===== config.mk =====
export PLATFORM = sky130hd
export DESIGN_NAME = reg_bank
export DESIGN_NICKNAME = d
export VERILOG_FILES = /design/src/rtl/reg_bank_pkg.sv /design/src/rtl/reg_cell.sv /design/src/rtl/reg_bank.sv
export SDC_FILE = /design/constraint.sdc
export NUM_CORES = 1
export LEC_CHECK = 0
export CAP_MARGIN = 20
export CORE_ASPECT_RATIO = 1.75
export CORE_UTILIZATION = 40
export CTS_BUF_LIST = sky130_fd_sc_hd__clkbuf_8 sky130_fd_sc_hd__clkbuf_16
export DETAILED_ROUTE_END_ITERATION = 10
export GPL_TIMING_DRIVEN = 0
export SYNTH_ARGS = -nofsm -noshare
export SYNTH_HDL_FRONTEND = slang
export SYNTH_SLANG_ARGS = --single-unit

===== constraint.sdc =====
create_clock -name clk -period 6.6 [get_ports clk]
set_clock_uncertainty 0.1 [all_clocks]
set_input_delay 0.66 -clock clk [delete_from_list [all_inputs] [get_ports clk]]
set_output_delay 0.66 -clock clk [all_outputs]
set_load 0.03 [all_outputs]

===== src/rtl/reg_bank_pkg.sv =====
// Shared op encoding for the register bank and its per-register cells.
package reg_bank_pkg;
  localparam int OP_W = 3;

  typedef enum logic [OP_W-1:0] {
    OP_NOP   = 3'b000,
    OP_LOAD  = 3'b001,
    OP_CLEAR = 3'b010,
    OP_INC   = 3'b011,
    OP_DEC   = 3'b100,
    OP_SHL   = 3'b101,
    OP_SHR   = 3'b110,
    OP_RSVD  = 3'b111
  } op_e;
endpackage


===== src/rtl/reg_cell.sv =====
// One register of the bank plus its carry/borrow/shift-out flag.
module reg_cell
  import reg_bank_pkg::*;
#(
  parameter int              WIDTH     = 16,
  parameter bit              SATURATE  = 1'b0,
  parameter logic [WIDTH-1:0] RESET_VAL = '0
) (
  input  logic             clk,
  input  logic             rst_n,
  input  logic [OP_W-1:0]  op,
  input  logic [WIDTH-1:0] din,
  output logic [WIDTH-1:0] q,
  output logic             cout
);
  localparam logic [WIDTH-1:0] ONE = {{(WIDTH-1){1'b0}}, 1'b1};

  logic all_ones, all_zero;
  assign all_ones = &q;
  assign all_zero = ~|q;

  always_ff @(posedge clk or negedge rst_n) begin
    if (!rst_n) begin
      q    <= RESET_VAL;
      cout <= 1'b0;
    end else begin
      case (op)
        OP_LOAD:  begin q <= din; cout <= 1'b0; end
        OP_CLEAR: begin q <= '0;  cout <= 1'b0; end
        OP_INC: begin
          // Saturating mode pins at all-ones but still flags the overflow.
          if (all_ones) begin
            q    <= SATURATE ? q : '0;
            cout <= 1'b1;
          end else begin
            q    <= q + ONE;
            cout <= 1'b0;
          end
        end
        OP_DEC: begin
          if (all_zero) begin
            q    <= SATURATE ? q : '1;
            cout <= 1'b1;
          end else begin
            q    <= q - ONE;
            cout <= 1'b0;
          end
        end
        OP_SHL: begin q <= {q[WIDTH-2:0], 1'b0}; cout <= q[WIDTH-1]; end
        OP_SHR: begin q <= {1'b0, q[WIDTH-1:1]}; cout <= q[0]; end
        default: ;
      endcase
    end
  end
endmodule


===== src/rtl/reg_bank.sv =====
// Bank of independently-operated registers with a read mux and zero flags.
module reg_bank
  import reg_bank_pkg::*;
#(
  parameter int               WIDTH     = 16,
  parameter int               NUM_REGS  = 8,
  parameter bit               SATURATE  = 1'b0,
  parameter logic [WIDTH-1:0] RESET_VAL = '0,
  localparam int              SEL_W     = (NUM_REGS > 1) ? $clog2(NUM_REGS) : 1
) (
  input  logic                      clk,
  input  logic                      rst_n,
  input  logic [OP_W*NUM_REGS-1:0]  op,
  input  logic [WIDTH-1:0]          din,
  input  logic [SEL_W-1:0]          sel,
  output logic [WIDTH-1:0]          bus,
  output logic [WIDTH*NUM_REGS-1:0] q,
  output logic [NUM_REGS-1:0]       zero,
  output logic [NUM_REGS-1:0]       cout
);
  logic [NUM_REGS-1:0][WIDTH-1:0] regs;

  for (genvar i = 0; i < NUM_REGS; i++) begin : g_cell
    reg_cell #(
      .WIDTH    (WIDTH),
      .SATURATE (SATURATE),
      .RESET_VAL(RESET_VAL)
    ) u_cell (
      .clk (clk),
      .rst_n(rst_n),
      .op  (op[OP_W*i +: OP_W]),
      .din (din),
      .q   (regs[i]),
      .cout(cout[i])
    );
    assign zero[i] = (regs[i] == '0);
  end

  assign q = regs;

  // Out-of-range selects fall through to zero.
  always_comb begin
    bus = '0;
    for (int i = 0; i < NUM_REGS; i++)
      if (32'(sel) == i) bus = regs[i];
  end
endmodule

### Word level (Yosys, flattened, before mapping)

Index checks and enable logic that the tools add are counted.

| storage, ports and cells | value |
|---|---|
| register bits | 136 |
| input bits | 45 |
| output and inout bits | 160 |

| operators by class | value |
|---|---|
| add/subtract/negate cells | 16 |
| equal/unequal tests | 55 |
| muxes and demuxes | 56 |
| reduce and logical (&&, ||, !) cells | 49 |

Operators with widths:

| kind | count |
|---|---|
| 16-bit case mux with 6 select lines | 8 |
| 16-bit 2-to-1 mux | 24 |
| 16-bit by 1-bit adder with 16-bit output (second input constant) | 8 |
| 16-bit zero test | 8 |
| 16-bit AND reduction | 8 |
| 16-bit OR reduction | 8 |
| 16-bit by 1-bit subtractor with 16-bit output (second input constant) | 8 |
| 3-bit == test (second input constant) | 28 |
| 3-bit by 2-bit == test with 1-bit output (second input constant) | 18 |
| 6-bit nonzero test | 8 |
| 1-bit case mux with 5 select lines | 8 |
| 5-bit nonzero test | 8 |
| 3-bit by 1-bit == test with 1-bit output (second input constant) | 9 |
| 1-bit 2-to-1 mux | 16 |
| 2-bit OR reduction | 8 |
| 3-bit zero test | 1 |

### Depth between registers and ports, before layout

| depth | value |
|---|---|
| depth in word-level cells | 9 |
| mapped depth | 10 |

### Modules after synthesis

From an unflattened synthesis, not the netlist that was laid out.

| unflattened totals | value |
|---|---|
| cell total of the unflattened synthesis | 2477 |
| area, all modules | 17729.5 sq um |

By module, submodules not included:

| module | times used | cells an instance | area each (sq um) | seq. area each (sq um) |
|---|---|---|---|---|
| reg_cell at g_cell[4].u_cell ... | 4 | 271 | 2018.2 | 425.4 |
| reg_cell at g_cell[1].u_cell ... | 3 | 290 | 1998.2 | 425.4 |
| reg_cell at g_cell[0].u_cell | 1 | 302 | 2077.0 | 425.4 |
| reg_bank | 1 | 221 | 1585.3 | 0.0 |

### Least setup slack after synthesis

No wires, ideal clock.

| path | value |
|---|---|
| kind | input -> output |
| start point | input sel[1] |
| end point | output bus[0] |
| arrival time | 2.466 ns |
| data required time | 5.840 ns |
| path slack | 3.374 ns |
| cell stages on the path | 7 |
| buffers on the path | 2 |
| cell sequence | clkbuf_1 nor2b_1 clkbuf_1 a21oi_1 o221ai_1 a21oi_1 o21ai_0 |

| between the ends | value |
|---|---|
| cells in the longest elaborated chain, start to end | 9 |
| elaborated cells between the ends (all ways) | 16 |

RTL lines:

| item | RTL line | RTL |
|---|---|---|
| start: declaration | reg_bank.sv:15 | `input logic [SEL_W-1:0] sel,` |
| 3-bit zero test | reg_bank.sv:45 | `if (32'(sel) == i) bus = regs[i];` |
| 16-bit 2-to-1 mux (7 in series) | reg_bank.sv:45 |  |
| 16-bit 2-to-1 mux (*) | reg_bank.sv:45 |  |
| end: declaration | reg_bank.sv:16 | `output logic [WIDTH-1:0] bus,` |

Mark *: on every way between the ends. The rest lies on a longest branch, timed or not.

### Worst setup path in the final report

| path | value |
|---|---|
| start point | input sel[2] |
| end point | output bus[14] |

Same word-level chain as after synthesis.

==> flow_metrics.env <==
export IMPL_crit_chain="clkdlybuf4s50_1 -> buf_1 -> clkbuf_1 -> clkbuf_1 -> nor2_1 -> nor2_1 -> a21oi_1 -> o221ai_1 -> clkdlybuf4s50_1"
export IMPL_nNetsFinal=2760
export IMPL_core_area_um2=41700
export IMPL_rsz0062_at_grt="false"
export IMPL_dp_hpwl_mm=67.2
export IMPL_cpMaxStageDelayCell="clkdlybuf4s50_1"
export IMPL_vdd_drop_max_mv=0.149
export IMPL_holdWs_ps=80.0
export IMPL_arrival_ps=3900
export IMPL_htree_levels=4
export IMPL_ys_types=88
export IMPL_firstDrtPassIters=9
export IMPL_avgSynthCellArea_um2=6.84
export IMPL_cts_buffers=17
export IMPL_ys_top_cells_by_count="249 x nand2_1, 248 x o21ai_0, 235 x clkbuf_1"
export IMPL_drc_errors=0
export IMPL_max_freq_ghz=0.215
export IMPL_grt_overflow_total=0
export IMPL_worst_path_max_fanout=10
export IMPL_end_kind="output port"
export IMPL_yosys_register_bits=136
export IMPL_ys_flop_type="dfrtp_1"
export IMPL_routed_via_density=6.81
export IMPL_path_class="in -> out"
export IMPL_finish_utilization_pct=48.4
export IMPL_grt_pass1_vias=21000
export IMPL_via_count=22200
export IMPL_clkTransAtPathRegs_ps=70
export IMPL_clk_path_buf_depth=2
export IMPL_final_max_slew_viol_count=0
export IMPL_ant_nets=0
export IMPL_worst_path_largest_cell_delay_ps=770
export IMPL_cts_tree="built"
export IMPL_start_util_pct=40.6
export IMPL_synthesis_instances=2481
export IMPL_wirelength_mm=90.2
export IMPL_grt_max_degree=72
export IMPL_drive_gt1_share_pct=5.03
export IMPL_die_width_um=158
export IMPL_setup_viol_count_final=0
export IMPL_port_buffer_count=181
export IMPL_p_leak_nw=7.24
export IMPL_synthToLayoutAreaGrowth_pct=19.0
export IMPL_clock_latency_ps=460
export IMPL_slew_headroom_pct=19.7
export IMPL_startpoint_type="input port"
export IMPL_routedWlPerCell_um=27.6
export IMPL_crit_required_ps=5840
export IMPL_power_density_nw_per_um2=238
export IMPL_postCtsHoldBufs=0
export IMPL_worstHoldPathType="in -> async"
export IMPL_antenna_found_initial=4
export IMPL_cts_root_buffer="clkbuf_16"
export IMPL_grt_use_total_pct=41.3
export IMPL_synth_top_area_share_pct=20.1
export IMPL_ys_seq_area_share_pct=20.1
export IMPL_ys_warn_count=0
export IMPL_synth_top_cell_by_area="dfrtp_1"
export IMPL_die_y_um=274
export IMPL_cts_sinks=136
export IMPL_grt_pass1_wl_mm=133
export IMPL_period_needed_ps=4660
export IMPL_drv_cap=0
export IMPL_synth_nets=2549
export IMPL_mappedNetlistArea_um2=17000
export IMPL_rows=99
export IMPL_post_cts_buffers=0
export IMPL_finalHoldViolCount=0
export IMPL_yosysMostFrequentCell="nand2_1"
export IMPL_finalCritPeriodShare_pct=70.6
export IMPL_num_io_pins=205
export IMPL_die_area_um2=43300
export IMPL_gp_congestion=1.08
export IMPL_synth_area_leaders="dfrtp_1 20%, o21ai_0 7.3%, a21oi_1 5.7%"
export IMPL_status="finished, final reports clean"
export IMPL_synth_edf_count=0
export IMPL_tightest_slew_ps=1200
export IMPL_first_iter_violations=2399
export IMPL_ctsResizeCount=0
export IMPL_synthArstFlopShare_pct=100
==> flip-flops by register name, indices dropped and copies added (netlist names) <==
register	count
g_cell.u_cell.q	128
g_cell.u_cell.cout	8
==> critical path, delay by kind of cell <==
kind / cells / cell delay, ps
AO/OA/AOI/OAI: 2 / 260
buffers and inverters: 5 / 2770
AND/OR/NAND/NOR: 2 / 200
==> worst paths after layout <==
| kind | from | end | slack, ps | depth (start not counted) |
|---|---|---|---|---|
| setup / recovery | sel[2] | bus[14] | 1940 | 9 |
| hold / removal | rst_n | g_cell[3].u_cell.cout | 80 | 1 |
| setup reg to reg | g_cell[5].u_cell.q[1] | g_cell[5].u_cell.q[11] | 2770 | 8 |
| hold reg to reg | g_cell[5].u_cell.cout | g_cell[5].u_cell.cout | 460 | 2 |
| max in group asynchronous | rst_n | g_cell[6].u_cell.q[2] | 5410 | 2 |
| min in group clk | g_cell[5].u_cell.cout | g_cell[5].u_cell.cout | 460 | 2 |
==> cell usage in the layout, fill, tap and decap left out, types with 34 or more instances in the layout <==
cell,instances
xnor2_1,68
inv_1,72
clkdlybuf4s50_1,180
dfrtp_1,136
nor2_1,217
xor2_1,42
nand3_1,103
a22oi_1,40
nor3_1,80
o22ai_1,78
mux2i_1,34
o21ai_0,248
clkbuf_1,235
a31oi_1,48
a21oi_1,192
nand2_1,249
nand4_1,44
==> metal layers <==
metal	vias to the layer above	wire length [um]	track usage [%]
met5	-	40	0
met4	6	7250	30.5
met3	433	9220	8.53
met2	1643	41700	67.0
met1	10500	31900	47.5
li1	9611	-	-
==> power breakdown <==
group / total (mW) / internal (mW) / switching (mW) / leakage [nW]
registers: 1.18 / 0.972 / 0.203 / 1.66
logic: 2.66 / 0.891 / 1.77 / 5.29
clock network: 0.970 / 0.550 / 0.420 / 0.288
total: 4.81 / 2.41 / 2.39 / 7.24
==> stage by stage <==
stage | setup slack, ps | std cells | setup TNS, ps | total power, mW | cell area (um2)
floorplan | 3370 | 2481 | 0 | 2.72 | 17000
global placement | -1490 | 3217 | -199840 | 3.75 | 19500
detailed placement | 2040 | 3226 | 0 | 3.76 | 19600
CTS | 2040 | 3258 | 0 | 4.75 | 20200
global route | 1780 | 3260 | 0 | 5.00 | 20200
finish | 1940 | 3261 | 0 | 4.81 | 20200
==> layout make-up <==
| type | count | area [um2] |
|---|---|---|
| fillers | 4319 | 21600 |
| multi-input cells | 1987 | 12200 |
| flip-flops and latches | 136 | 3400 |
| repair buffers | 192 | 1960 |
| plain buffers | 284 | 1130 |
| well taps | 555 | 694 |
| clock buffers | 21 | 480 |
| inverters | 74 | 283 |
| clock inverters | 11 | 81.3 |
| diodes | 1 | 2.50 |
==> cells by family after synthesis <==
group | synth area share [%]
multiplexers | 5.33
AND/OR/NAND/NOR | 26.3
buffers and inverters | 8.31
AO/OA/AOI/OAI | 32.6
adder cells (fa/ha/maj) | 1.70
XOR/XNOR | 5.68
flip-flops | 20.1
(Power assumes the default switching activity.)
